==> config.mk <==
export PLATFORM = sky130hd
export DESIGN_NAME = mult_div_unit
export DESIGN_NICKNAME = d
export VERILOG_FILES = /design/src/rtl/mult_div_unit_pkg.sv /design/src/rtl/mult_div_unit_sign_fix.sv /design/src/rtl/mult_div_unit.sv
export SDC_FILE = /design/constraint.sdc
export NUM_CORES = 1
export LEC_CHECK = 0
export ABC_CLOCK_PERIOD_IN_PS = 3050
export CORE_AREA = 10 10 149 254
export DETAILED_ROUTE_END_ITERATION = 7
export DIE_AREA = 0 0 159 264
export GPL_ROUTABILITY_DRIVEN = 0
export GPL_TIMING_DRIVEN = 0
export PLACE_DENSITY = 0.66
export SYNTH_ARGS = -nofsm -noshare
export SYNTH_HDL_FRONTEND = slang
export SYNTH_SLANG_ARGS = --single-unit
export TNS_END_PERCENT = 100
==> constraint.sdc <==
create_clock -name clk -period 3.05 [get_ports clk]
set_input_delay 0.4575 -clock clk [delete_from_list [all_inputs] [get_ports clk]]
set_output_delay 0.4575 -clock clk [all_outputs]
set_load 0.01 [all_outputs]
==> src/rtl/mult_div_unit_pkg.sv <==
// Shared definitions for the iterative multiply/divide unit: op and state
// encodings, default operand width and small op-decode helpers.
package mult_div_unit_pkg;

  localparam int MDU_WIDTH = 32;

  typedef enum logic [1:0] {
    OP_MULT  = 2'd0,
    OP_MULTU = 2'd1,
    OP_DIV   = 2'd2,
    OP_DIVU  = 2'd3
  } mduOp_e;

  typedef enum logic [1:0] {
    IDLE  = 2'd0,
    CALC  = 2'd1,
    FIXUP = 2'd2
  } mduState_e;

  function automatic logic isSignedOp(input logic [1:0] op);
    return (op == OP_MULT) || (op == OP_DIV);
  endfunction

  function automatic logic isDivOp(input logic [1:0] op);
    return (op == OP_DIV) || (op == OP_DIVU);
  endfunction

endpackage

==> src/rtl/mult_div_unit_sign_fix.sv <==
// mdu_sign_fix: combinational conditional two's-complement negate; with
// negate tied to the sign bit it doubles as an absolute-value stage.
module mdu_sign_fix #(
  parameter int W = 32
) (
  input  logic [W-1:0] dataIn,
  input  logic         negate,
  output logic [W-1:0] dataOut
);

  assign dataOut = negate ? (~dataIn + W'(1)) : dataIn;

endmodule

==> src/rtl/mult_div_unit.sv <==
// mult_div_unit: iterative MULT/MULTU/DIV/DIVU into HI/LO, one bit per cycle.
// Optional macro MDU_FLUSH_EN enables ctl_flush to cancel an in-flight op.
module mult_div_unit
  import mult_div_unit_pkg::*;
#(
  parameter int WIDTH = MDU_WIDTH,
  parameter int CNT_W = 6
) (
  input  logic             clk,
  input  logic             reset,
  input  logic             ctl_start,
  input  logic [1:0]       ctl_op,
  input  logic [WIDTH-1:0] reg_readData0,
  input  logic [WIDTH-1:0] reg_readData1,
  input  logic             ctl_flush,
  output logic             busy,
  output logic             done,
  output logic             div_zero,
  output logic [WIDTH-1:0] hi,
  output logic [WIDTH-1:0] lo
);

  mduState_e          state, stateNext;
  mduOp_e             opReg;
  logic [CNT_W-1:0]   cnt;
  logic [2*WIDTH-1:0] acc, accNext;
  logic [WIDTH-1:0]   opnd;
  logic               negProd, negRem, divZeroReg;

  logic               flushReq, startAccept, inSigned, inDiv, inDivZero;
  logic               isDiv, lastIter, divFits;
  logic [WIDTH-1:0]   absRs, absRt, remFixed, remDiff, newRem;
  logic [2*WIDTH-1:0] prodFixed;
  logic [WIDTH:0]     mulSum, remShift;

`ifdef MDU_FLUSH_EN
  assign flushReq = ctl_flush;
`else
  logic unusedFlush;
  assign unusedFlush = ctl_flush;
  assign flushReq    = 1'b0;
`endif

  assign inSigned    = isSignedOp(ctl_op);
  assign inDiv       = isDivOp(ctl_op);
  assign inDivZero   = inDiv && (reg_readData1 == '0);
  assign startAccept = ctl_start && (state == IDLE) && !flushReq;
  assign isDiv       = isDivOp(opReg);
  assign lastIter    = (cnt == CNT_W'(WIDTH - 1));
  assign busy        = (state != IDLE);

  mdu_sign_fix #(.W(WIDTH)) uAbsRs (
    .dataIn (reg_readData0),
    .negate (inSigned && reg_readData0[WIDTH-1]),
    .dataOut(absRs)
  );

  mdu_sign_fix #(.W(WIDTH)) uAbsRt (
    .dataIn (reg_readData1),
    .negate (inSigned && reg_readData1[WIDTH-1]),
    .dataOut(absRt)
  );

  // Low half of a 2*WIDTH negate equals the WIDTH-bit negate, so this one
  // instance serves both the full product and the quotient.
  mdu_sign_fix #(.W(2*WIDTH)) uFixProd (
    .dataIn (acc),
    .negate (negProd),
    .dataOut(prodFixed)
  );

  mdu_sign_fix #(.W(WIDTH)) uFixRem (
    .dataIn (acc[2*WIDTH-1:WIDTH]),
    .negate (negRem),
    .dataOut(remFixed)
  );

  // One iteration: shift-add for multiply, restoring step for divide.
  always_comb begin
    mulSum   = {1'b0, acc[2*WIDTH-1:WIDTH]} + (acc[0] ? {1'b0, opnd} : '0);
    remShift = {acc[2*WIDTH-1:WIDTH], acc[WIDTH-1]};
    divFits  = (remShift >= {1'b0, opnd});
    remDiff  = remShift[WIDTH-1:0] - opnd;
    newRem   = divFits ? remDiff : remShift[WIDTH-1:0];
    accNext  = isDiv ? {newRem, acc[WIDTH-2:0], divFits}
                     : {mulSum, acc[WIDTH-1:1]};
  end

  always_comb begin
    // NOTE: defaulting stateNext before the case keeps every path assigned,
    // so no latch is inferred when a branch leaves the state unchanged.
    stateNext = state;
    unique case (state)
      IDLE:    if (startAccept) stateNext = inDivZero ? FIXUP : CALC;
      CALC:    if (flushReq) stateNext = IDLE;
               else if (lastIter) stateNext = FIXUP;
      FIXUP:   stateNext = IDLE;
      default: stateNext = IDLE;
    endcase
  end

  // NOTE: non-blocking assignments here so every register samples the
  // pre-edge values, independent of statement order in this block.
  always_ff @(posedge clk) begin
    if (reset) begin
      state      <= IDLE;
      opReg      <= OP_MULT;
      cnt        <= '0;
      acc        <= '0;
      opnd       <= '0;
      negProd    <= 1'b0;
      negRem     <= 1'b0;
      divZeroReg <= 1'b0;
      done       <= 1'b0;
      div_zero   <= 1'b0;
      hi         <= '0;
      lo         <= '0;
    end else begin
      state <= stateNext;
      done  <= 1'b0;
      unique case (state)
        IDLE: if (startAccept) begin
          opReg      <= mduOp_e'(ctl_op);
          cnt        <= '0;
          div_zero   <= 1'b0;
          divZeroReg <= inDivZero;
          negProd    <= inSigned && (reg_readData0[WIDTH-1] ^ reg_readData1[WIDTH-1]);
          negRem     <= inSigned && reg_readData0[WIDTH-1];
          opnd       <= inDiv ? absRt : absRs;
          // Divide-by-zero parks raw rs in the upper half for HI.
          acc        <= inDivZero ? {reg_readData0, {WIDTH{1'b0}}}
                      : {{WIDTH{1'b0}}, (inDiv ? absRs : absRt)};
        end
        CALC: if (!flushReq) begin
          acc <= accNext;
          cnt <= cnt + CNT_W'(1);
        end
        FIXUP: if (!flushReq) begin
          done <= 1'b1;
          if (divZeroReg) begin
            hi       <= acc[2*WIDTH-1:WIDTH];
            lo       <= '1;
            div_zero <= 1'b1;
          end else if (isDiv) begin
            hi <= remFixed;
            lo <= prodFixed[WIDTH-1:0];
          end else begin
            hi <= prodFixed[2*WIDTH-1:WIDTH];
            lo <= prodFixed[WIDTH-1:0];
          end
        end
        default: ;
      endcase
    end
  end

endmodule

==> impl_metrics.json <==
{
  "core_sq_um": 33520,
  "yosysTopAreaCellShare": 0.2395,
  "p_sw_frac": 0.4189,
  "crit_path_end_kind": "register",
  "vdd_drop_max_uv": 450.4,
  "synth_area_leaders": "dfxtp_1 (24%), xnor2_1 (7.0%), nor2_1 (7.0%)",
  "fillers": 3152,
  "drv_slew": 0,
  "antenna_found_initial": 0,
  "wl_microns": 67470,
  "tritoncts": "done",
  "finalNonFillerCells": 2694,
  "drcViolationCount": 1,
  "pwr-share-clk": 0.257,
  "hold_class": "register to register",
  "seq_power_share": 0.303,
  "synth_top_area_cell": "dfxtp_1",
  "pre_cts_ws_ps": -1545,
  "post_synth_num_cell_types": 76,
  "port_buffers": 134,
  "dp.cells": 2616,
  "status": "finished with violations",
  "synth.avg_cell_area_sq_um": 7.175,
  "drt_iter0_drc": 2076,
  "cts.clk_slew.worst_paths_ps": 80,
  "cpMaxStageDelayCell": "dfxtp_4",
  "ctsHoldBuffers": 0,
  "slew_headroom": 0.2426,
  "design_area_sq_um": 18780,
  "vias_per_cell": 6.398,
  "ioPinCount": 137,
  "synthToLayoutAreaGrowth_pct": 29.16,
  "initial_core_util": 0.4339,
  "place_area_sq_um": 16460,
  "grt_pass1_vias": 16640,
  "fin_crit_sh": 1.023,
  "cts_inserted_buffers": 17,
  "finalHoldWorstSlack_ps": 453.1,
  "ant_nets": 0,
  "synth_most_common_cell": "nor2_1",
  "crit_chain": "and2_4 > ha_4 > fa_2 > a21o_1 > a31oi_4 > o21bai_4 > o2111ai_4 > a21oi_2 > buf_4 > or2_4 > o221ai_4 > xnor2_2 > o211a_1",
  "setup_ws_ps": -70.40,
  "cts_root_buf": "clkbuf_16",
  "violations": "DRC, setup timing",
  "drive_above_1_share": 0.1487,
  "worst-path-max-fanout": 3,
  "dieArea_sq_um": 41980,
  "cts_sinks": 174,
  "syn_nets": 2168,
  "die_w_microns": 159,
  "grt_start_max_net_pins": 19,
  "busiest_layer": "met2",
  "power_switching_w": 0.003705,
  "n_antenna_cell": 0,
  "ys.flop_type": "dfxtp_1",
  "power_density_nw_per_um2": 470.8,
  "drtPass1Iterations": 8,
  "met1_usage": 0.3070,
  "cp.required_ps": 3420,
  "synth-async-reset-ratio": 0,
  "die_y_microns": 264,
  "clockBufferDepth": 2,
  "setup_viol": 6,
  "combPwrFrac": 0.440,
  "grt.total_usage": 0.3019,
  "synth_seq_cells": 174,
  "met2_usage": 0.5283,
  "leakagePower_nw": 6.929,
  "nNetsFinal": 2367,
  "avgRoutedWirePerCell_microns": 25.04,
  "p_int_w": 0.005140,
  "grt_pass1_wl_microns": 98710,
  "fin_crit_ps": 3120,
  "rsz0062_at_grt": "true",
  "worstSetupPathType": "register to register",
  "cap_viol_max_count": 0,
  "yosys-top-cells-count": "nor2_1 (272), a21oi_1 (201), dfxtp_1 (174), nand2_1 (170), o21ai_0 (138)",
  "arrival_ps": 3490,
  "finalHoldViolations": 0,
  "yosys_warnings": 0,
  "fin_worst_skew_ps": 16.23,
  "p_total_w": 0.008844,
  "start_kind": "register",
  "gr-total-overflow": 0,
  "vias": 17240,
  "grtUsageMet3": 0.05684,
  "seq_area_frac_synth": 0.2395,
  "clkLatencyLatePin_ps": 480,
  "synth-edff-count": 0,
  "synthCells": 2027,
  "fp-row-count": 89,
  "syn-cell-area_sq_um": 14540,
  "max_clock_freq_mhz": 320.5,
  "worst_pin_slew_ps": 1136,
  "hpwl_microns": 50400,
  "slowest_delay_ps": 370,
  "htree_levels": 4
}
## worst paths after layout
kind / cells after the start / start / endpoint / slack, ps
max: 13 / acc[0] / acc[59] / -70
min: 2 / opnd[11] / opnd[11] / 450
max reg2reg: 13 / acc[0] / acc[59] / -70
min reg2reg: 2 / opnd[11] / opnd[11] / 450
## registers in the layout, indices dropped and copies added, names as in the netlist
name	count
opReg	1
div_zero	1
hi	32
negProd	1
acc	64
opnd	32
cnt	6
done	1
state	2
negRem	1
divZeroReg	1
lo	32
## critical path, delay by kind of cell, from the launching register on
family | cells | cell delay (ps)
AND/OR/NAND/NOR | 2 | 390
buffers and inverters | 1 | 150
AO/OA/AOI/OAI | 7 | 1470
adder cells (fa/ha/maj) | 2 | 520
XOR/XNOR | 1 | 110
flip-flops | 1 | 370
## logic make-up (layout without fill, tap and decap cells)
kind of cell	count (synthesis)	after routing	synth area share
DFF	174	174	0.2395
muxes	52	52	0.03665
adders and majority gates	71	71	0.06211
buffers and inverters	222	434	0.05807
and+or+nand+nor	672	672	0.2134
xor gates and xnor gates	164	164	0.09876
AOI/OAI and AO/OA	672	672	0.2916
## cells in the final DEF (no fill, tap or decap), types with 60 or more instances in the layout
| cell type | instances |
|---|---|
| nand2_1 | 164 |
| buf_4 | 60 |
| inv_1 | 71 |
| a21oi_1 | 184 |
| clkbuf_1 | 100 |
| dfxtp_1 | 145 |
| nor2_1 | 261 |
| o21ai_0 | 119 |
| clkdlybuf4s50_1 | 130 |
| xnor2_1 | 114 |
## repair_timing
item,CTS,global route
buffers inserted,28,34
pin swaps,44,49
gates resized for setup,170,155
cloned,0,1
setup endpoints to repair,98,87
## per-layer routing
metal  share of wire  vias up
met4           0.096        0
met5               0        -
li1                -     7750
met3           0.071      351
met2            0.49     1042
met1            0.34     8093
## cell type report
type | count | area (sq um) | share of cell area
Clock inverter | 13 | 146.4 | 0.007793
Multi-Input combinational cell | 1631 | 11330 | 0.6033
Inverter | 77 | 299.0 | 0.01592
Clock buffer | 19 | 452.9 | 0.02411
Sequential cell | 174 | 3562 | 0.1896
Buffer | 128 | 563.0 | 0.02997
Tap cell | 455 | 569.3 | 0.03031
Timing Repair Buffer | 197 | 1859 | 0.09898
## metrics by stage
| step | util | TNS, ps |
|---|---|---|
| after floorplan | - | 0 |
| after global placement | 0.4911 | -85310 |
| after detailed placement | 0.4911 | -88540 |
| after CTS | 0.5344 | -61.58 |
| after global routing | 0.5604 | -1015 |
| final | 0.5604 | -177.3 |
## power by group through the flow
stage               sequential (W)  clock, W  combinational (W)
global route               0.00269   0.00236            0.00411
detailed placement         0.00270         0            0.00312
CTS                        0.00265   0.00228            0.00345
finish                     0.00268   0.00228            0.00389
floorplan                  0.00262         0            0.00209
global placement           0.00270         0            0.00308
No activity file was read; power rests on OpenSTA's default activity.
